**config.mk**
```make
export PLATFORM = sky130hd
export DESIGN_NAME = pa2se_tx
export DESIGN_NICKNAME = d
export VERILOG_FILES = /design/src/rtl/pa2se_tx.sv
export SDC_FILE = /design/constraint.sdc
export NUM_CORES = 1
export LEC_CHECK = 0
export ABC_AREA = 1
export CELL_PAD_IN_SITES_DETAIL_PLACEMENT = 1
export CELL_PAD_IN_SITES_GLOBAL_PLACEMENT = 1
export CORE_UTILIZATION = 37
export CTS_BUF_LIST = sky130_fd_sc_hd__clkbuf_16
export DETAILED_ROUTE_END_ITERATION = 8
export PLACE_DENSITY = 0.9
export SLEW_MARGIN = 25
export SYNTH_ARGS = -nofsm -noshare
export SYNTH_HDL_FRONTEND = slang
export SYNTH_SLANG_ARGS = --single-unit
```
**constraint.sdc**
```tcl
create_clock -name clk -period 2.4 [get_ports clk]
set_input_delay 0.24 -clock clk [delete_from_list [all_inputs] [get_ports clk]]
set_output_delay 0.24 -clock clk [all_outputs]
set_load 0.02 [all_outputs]
```
**src/rtl/pa2se_tx.sv**
```systemverilog
`default_nettype none
// ============================================================================
// Module   : pa2se_tx
// Brief    : Serializes one 8-lane complex frame into an 8-beat AXI-Stream.
//            Define PA2SE_DBUF_EN to add a shadow buffer for gapless frames.
// Revision : 1.0
// ============================================================================
module pa2se_tx #(
  parameter int N_LANES = 8,
  parameter int DW      = 20,
  parameter int TDW     = 48
) (
  input  logic                         clk,
  input  logic                         rstn,
  input  logic [N_LANES-1:0][DW-1:0]   tx_sig_real,
  input  logic [N_LANES-1:0][DW-1:0]   tx_sig_imag,
  input  logic                         tx_valid,
  output logic                         tx_ready,
  output logic [TDW-1:0]               fft_s_data_tdata,
  output logic [$clog2(N_LANES)-1:0]   fft_s_data_tuser,
  output logic                         fft_s_data_tvalid,
  output logic                         fft_s_data_tlast,
  input  logic                         fft_s_data_tready,
  output logic                         frame_done,
  output logic                         busy
);

  localparam int            IW       = $clog2(N_LANES);
  localparam int            HW       = TDW / 2;
  localparam logic [IW-1:0] LAST_IDX = IW'(N_LANES - 1);

  localparam logic [0:0] S_IDLE = 1'b0;
  localparam logic [0:0] S_SEND = 1'b1;

  typedef logic [N_LANES-1:0][DW-1:0] lanes_t;

  logic [0:0]     state;
  logic [0:0]     state_nxt;
  logic [IW-1:0]  idx;
  logic [IW-1:0]  idx_nxt;
  lanes_t         act_re;
  lanes_t         act_im;
  lanes_t         act_re_nxt;
  lanes_t         act_im_nxt;
  logic           accept;
  logic           beat_hs;
  logic           last_hs;
  logic           load_in;

  logic [TDW-1:0] tdata_nxt;
  logic [IW-1:0]  tuser_nxt;
  logic           tvalid_nxt;
  logic           tlast_nxt;

  function automatic logic [HW-1:0] sext(input logic [DW-1:0] v);
    return {{(HW-DW){v[DW-1]}}, v};
  endfunction

`ifdef PA2SE_DBUF_EN
  lanes_t sh_re;
  lanes_t sh_im;
  logic   shadow_full;
  logic   shadow_full_nxt;
  logic   load_sh;
  logic   store_sh;

  assign tx_ready = !shadow_full;
`else
  assign tx_ready = (state == S_IDLE);
`endif

  assign accept  = tx_valid && tx_ready;
  assign beat_hs = fft_s_data_tvalid && fft_s_data_tready;
  assign last_hs = beat_hs && (idx == LAST_IDX);
  assign busy    = (state == S_SEND);

  always_ff @(posedge clk or negedge rstn) begin
    if (!rstn) begin
      state <= S_IDLE;
      idx   <= '0;
    end else begin
      state <= state_nxt;
      idx   <= idx_nxt;
    end
  end

  always_comb begin
    state_nxt = state;
    idx_nxt   = idx;
    load_in   = 1'b0;
`ifdef PA2SE_DBUF_EN
    load_sh         = 1'b0;
    store_sh        = 1'b0;
    shadow_full_nxt = shadow_full;
`endif
    case (state)
      S_IDLE: begin
        if (accept) begin
          load_in   = 1'b1;
          idx_nxt   = '0;
          state_nxt = S_SEND;
        end
      end
      S_SEND: begin
        if (last_hs) begin
          idx_nxt = '0;
`ifdef PA2SE_DBUF_EN
          // tx_ready is low while the shadow is full, so accept and
          // shadow_full are mutually exclusive here.
          if (shadow_full) begin
            load_sh         = 1'b1;
            shadow_full_nxt = 1'b0;
          end else if (accept) begin
            load_in = 1'b1;
          end else begin
            state_nxt = S_IDLE;
          end
`else
          state_nxt = S_IDLE;
`endif
        end else if (beat_hs) begin
          idx_nxt = idx + 1'b1;
        end
`ifdef PA2SE_DBUF_EN
        if (accept && !last_hs) begin
          store_sh        = 1'b1;
          shadow_full_nxt = 1'b1;
        end
`endif
      end
      default: state_nxt = S_IDLE;
    endcase
  end

  always_comb begin
    act_re_nxt = act_re;
    act_im_nxt = act_im;
    if (load_in) begin
      act_re_nxt = tx_sig_real;
      act_im_nxt = tx_sig_imag;
    end
`ifdef PA2SE_DBUF_EN
    else if (load_sh) begin
      act_re_nxt = sh_re;
      act_im_nxt = sh_im;
    end
`endif
  end

  always_ff @(posedge clk or negedge rstn) begin
    if (!rstn) begin
      act_re <= '0;
      act_im <= '0;
    end else begin
      act_re <= act_re_nxt;
      act_im <= act_im_nxt;
    end
  end

`ifdef PA2SE_DBUF_EN
  always_ff @(posedge clk or negedge rstn) begin
    if (!rstn) begin
      sh_re       <= '0;
      sh_im       <= '0;
      shadow_full <= 1'b0;
    end else begin
      if (store_sh) begin
        sh_re <= tx_sig_real;
        sh_im <= tx_sig_imag;
      end
      shadow_full <= shadow_full_nxt;
    end
  end
`endif

  // Beat outputs are built from next-cycle state so beat 0 is registered
  // on the same edge that accepts the frame.
  always_comb begin
    tvalid_nxt = (state_nxt == S_SEND);
    tuser_nxt  = '0;
    tlast_nxt  = 1'b0;
    tdata_nxt  = '0;
    if (state_nxt == S_SEND) begin
      tuser_nxt = idx_nxt;
      tlast_nxt = (idx_nxt == LAST_IDX);
      tdata_nxt = {sext(act_im_nxt[idx_nxt]), sext(act_re_nxt[idx_nxt])};
    end
  end

  always_ff @(posedge clk or negedge rstn) begin
    if (!rstn) begin
      fft_s_data_tdata  <= '0;
      fft_s_data_tuser  <= '0;
      fft_s_data_tvalid <= 1'b0;
      fft_s_data_tlast  <= 1'b0;
      frame_done        <= 1'b0;
    end else begin
      fft_s_data_tdata  <= tdata_nxt;
      fft_s_data_tuser  <= tuser_nxt;
      fft_s_data_tvalid <= tvalid_nxt;
      fft_s_data_tlast  <= tlast_nxt;
      frame_done        <= last_hs;
    end
  end

endmodule
`default_nettype wire

```
==> impl_results.md <==
* Status: complete, but fails checks
* Failing checks: negative setup slack
* Peak supply drop at about 680 uV
* CTS Sinks at 369
* Worst path cell trace: ha_1 > ha_1 > a21oi_2 > buf_4 > nand2_8 > nand2_8 > buf_16 > nand2_1 > nand3_1 > nand3_1 > nand2_1
* Max Transition Viols Final at 0
* Dpl cells at around 3,000
* DIE AREA at between 0.04 and 0.05 mm2
* Clk root buf: clkbuf_16
* Worst setup SP type: flop
* WS Path Type: reg -> reg
* Wire per inst at between 20 and 25 um
* Synth area leader: dfrtp_1
* CP Max Fanout at 29
* Post-synthesis cell count at about 2,100
* Final setup viols at 1
* Clock skew after layout at roughly 0.012 ns
* Residual DRC at 0
* IO Port Bufs at around 380
* Worst EP required at about 2.9 ns
* Pint at 0.0181 W
* Most frequent cells in the layout: 1,169 x nand2_1, 400 x nand3_1, 378 x clkdlybuf4s50_1, 369 x dfrtp_1, 41 x clkbuf_16
* Vias in the first global route at roughly 17,000
* Fin crit share at 1.01
* Starting Density at 0.375
* Hold Crit Class: in -> reg
* Tightest Pin Transition at a little over 0.6 ns
* Core Area at around 0.044 mm2
* Clock-pin slew on the worst setup and hold paths at 0.07 ns
* Die height at about 210 um
* Ports at 380
* Ys Warns at 0
* NetSw at around 0.013 W
* All-Layer GR Usage at 0.290
* Switching Share at 0.425
* Leakage at 11.3 nW
* Post-synthesis register bit count at about 370
* Top cells by area, synth: dfrtp_1 56%, nand2_1 27%, nand3_1 12%, buf_2 3.0%, clkbuf_1 0.95%
* Final min period at 2.42 ns
* Power Dens Cells at around 1400 mW/mm2
* Syn Nets at 2,450
* F_max at ~410 MHz
* Yosys cell types at 18
* Bufs and invs on worst path at 2
* Seq pwr share at 0.319
* Fin worst setup slack at -0.0185 ns
* Sequential share of the synthesized area at 0.558
* Worst-Skew Late Latency at approximately 0.56 ns
* HPWL Detailed at 46.6 mm
* Final wirelength at 65.4 mm
* Routed vias/inst at about 5.2
* Placer Congestion at between 0.9 and 1
* Post-synthesis instance area at between 0.015 and 0.02 mm2
* Slowest-stage cell, CP: dfrtp_1
* Non-Filler Instances at around 3,100
* RSZ-0062 raised after global routing: yes
* Overall Power at around 0.032 W
* Remaining Overflow, GRT at 0
* P&R area growth vs syn at 37.0%
* Pin count of the biggest net entering global routing at 97
* FP Rows at 77
* Router iterations before antenna repair at 5
* Iteration-0 DRC count of the detailed router at about 1,200
* Slowest cell delay on critical path at between 0.4 and 0.5 ns
* First-pass GRT wire length at approximately 100 mm
* Clock power frac at 0.194
* Final Hold Fails at 0
* Initial antenna violation count at 4
* CTS tree: done
* Crit end category: flop
* CP arrival at approximately 2.9 ns
* TritonCTS Buffers at just over 40
* Max Buffers Root-to-Sink at 3
* Max-slew headroom at 0.588
* Max Cap Viol at 0
* Share of the synthesized area in the top cell type at 0.558
* Post-layout net count at approximately 2,800
* DRT antenna net count at 0
* Synth Area per Inst at roughly 8 um2
* Via count at around 16,000
* Layout cell share with drive strength beyond 1 at 0.0519
* H-Tree Depth at 2
* Logic gate share of total power at 0.487
* Most common cell after layout, fill and taps aside: nand2_1
* Die width at 213 um
* Core Util, Final at 0.514
* Delay-heaviest family, CP: simple AND/OR/NAND/NOR gates
[final timing paths]
kind	from	slack [ns]	cells past startpoint	endpoint
max	idx[1]	-0.02	11	fft_s_data_tdata[27]
min	tx_sig_imag[85]	0.25	3	act_im[85]
max reg2reg	idx[1]	-0.02	11	fft_s_data_tdata[27]
min reg2reg	act_re[55]	0.47	2	act_re[55]
max in group asynchronous	rstn	1.32	3	fft_s_data_tdata[10]
min in group asynchronous	rstn	0.26	2	act_re[123]
[area by class of cell]
type	count	area, um2
clock inverters	30	231
multi-input cells	1589	6610
inverters	12	45.0
clock buffers	41	1030
flip-flops and latches	369	9230
well taps	592	741
fillers	5324	21500
diodes	5	12.5
repair buffers	443	4780
[Yosys cell counts]
cell type,count
nand2_1,1170
inv_2,1
nand2_2,2
inv_1,11
buf_4,11
a21oi_1,1
dfrtp_1,369
buf_2,100
buf_6,1
o21ai_2,1
clkbuf_1,42
nand3_1,402
nor2_2,1
ha_1,2
nor3_2,1
nor2_1,7
a21oi_2,1
nand2_4,1
[worst reg2reg max path: stages (launching register included)]
cell     delay [ns]
dfrtp_1        0.41
ha_1           0.20
ha_1           0.22
a21oi_2        0.19
buf_4          0.17
nand2_8        0.11
nand2_8        0.20
buf_16         0.22
nand2_1        0.10
nand3_1        0.10
nand3_1        0.25
nand2_1        0.18
[repair_timing]
action / CTS / global route
setup buffers: 0 / 2
endpoints found under the hold margin: 58 / 0
setup endpoints to repair: 6 / 21
cloned: 1 / 0
resized for setup: 1 / 3
hold buffers: 1 / 0
pin swaps: 0 / 1
[metal layers]
metal  track usage  wire length [um]  vias to the layer above
met4         0.138              3010                        0
met3        0.0372              3480                      150
met1         0.400             28800                     8097
met5             0                 0                        -
li1              -                 -                     7363
met2         0.454             30000                      559
[state kept, by name (all words and copies together) (netlist names)]
signal	cells
fft_s_data_tlast	1
act_im	160
fft_s_data_tuser	3
fft_s_data_tvalid	1
fft_s_data_tdata	40
idx	3
frame_done	1
act_re	160
[cell families (layout without fill, tap and decap cells)]
kind of cell,Yosys count,count (layout),share of synthesized area
buffers and inverters,166,526,0.0482
adder cells (fa/ha/maj),2,2,0.00151
AND/OR/NAND/NOR,1584,1584,0.391
flip-flops,369,369,0.558
AO/OA/AOI/OAI,3,3,0.00136
other,0,5,0
[power groups by stage]
| stage | registers, W | logic, W | clock network [W] |
|---|---|---|---|
| floorplan | 0.0103 | 0.00841 | 0 |
| global placement | 0.0100 | 0.0143 | 0 |
| detailed placement | 0.0102 | 0.0149 | 0 |
| CTS | 0.0101 | 0.0153 | 0.00619 |
| global route | 0.0103 | 0.0168 | 0.00642 |
| finish | 0.0101 | 0.0154 | 0.00612 |
[metrics by stage]
stage | hold slack [ns] | instance area [um2] | TNS [ns] | setup WS, ns
4_1_cts | 0.228 | 22600 | 0 | 0.0140
6_report | 0.248 | 22700 | -0.0185 | -0.0185
3_5_place_dp | 0.256 | 21300 | -0.802 | -0.126
3_3_place_gp | 0.253 | 21300 | -0.336 | -0.102
2_1_floorplan | -0.0556 | 16500 | 0 | 0.546
5_1_grt | 0.255 | 22700 | -0.135 | -0.0341
No activity file was read; power rests on OpenSTA's default activity.
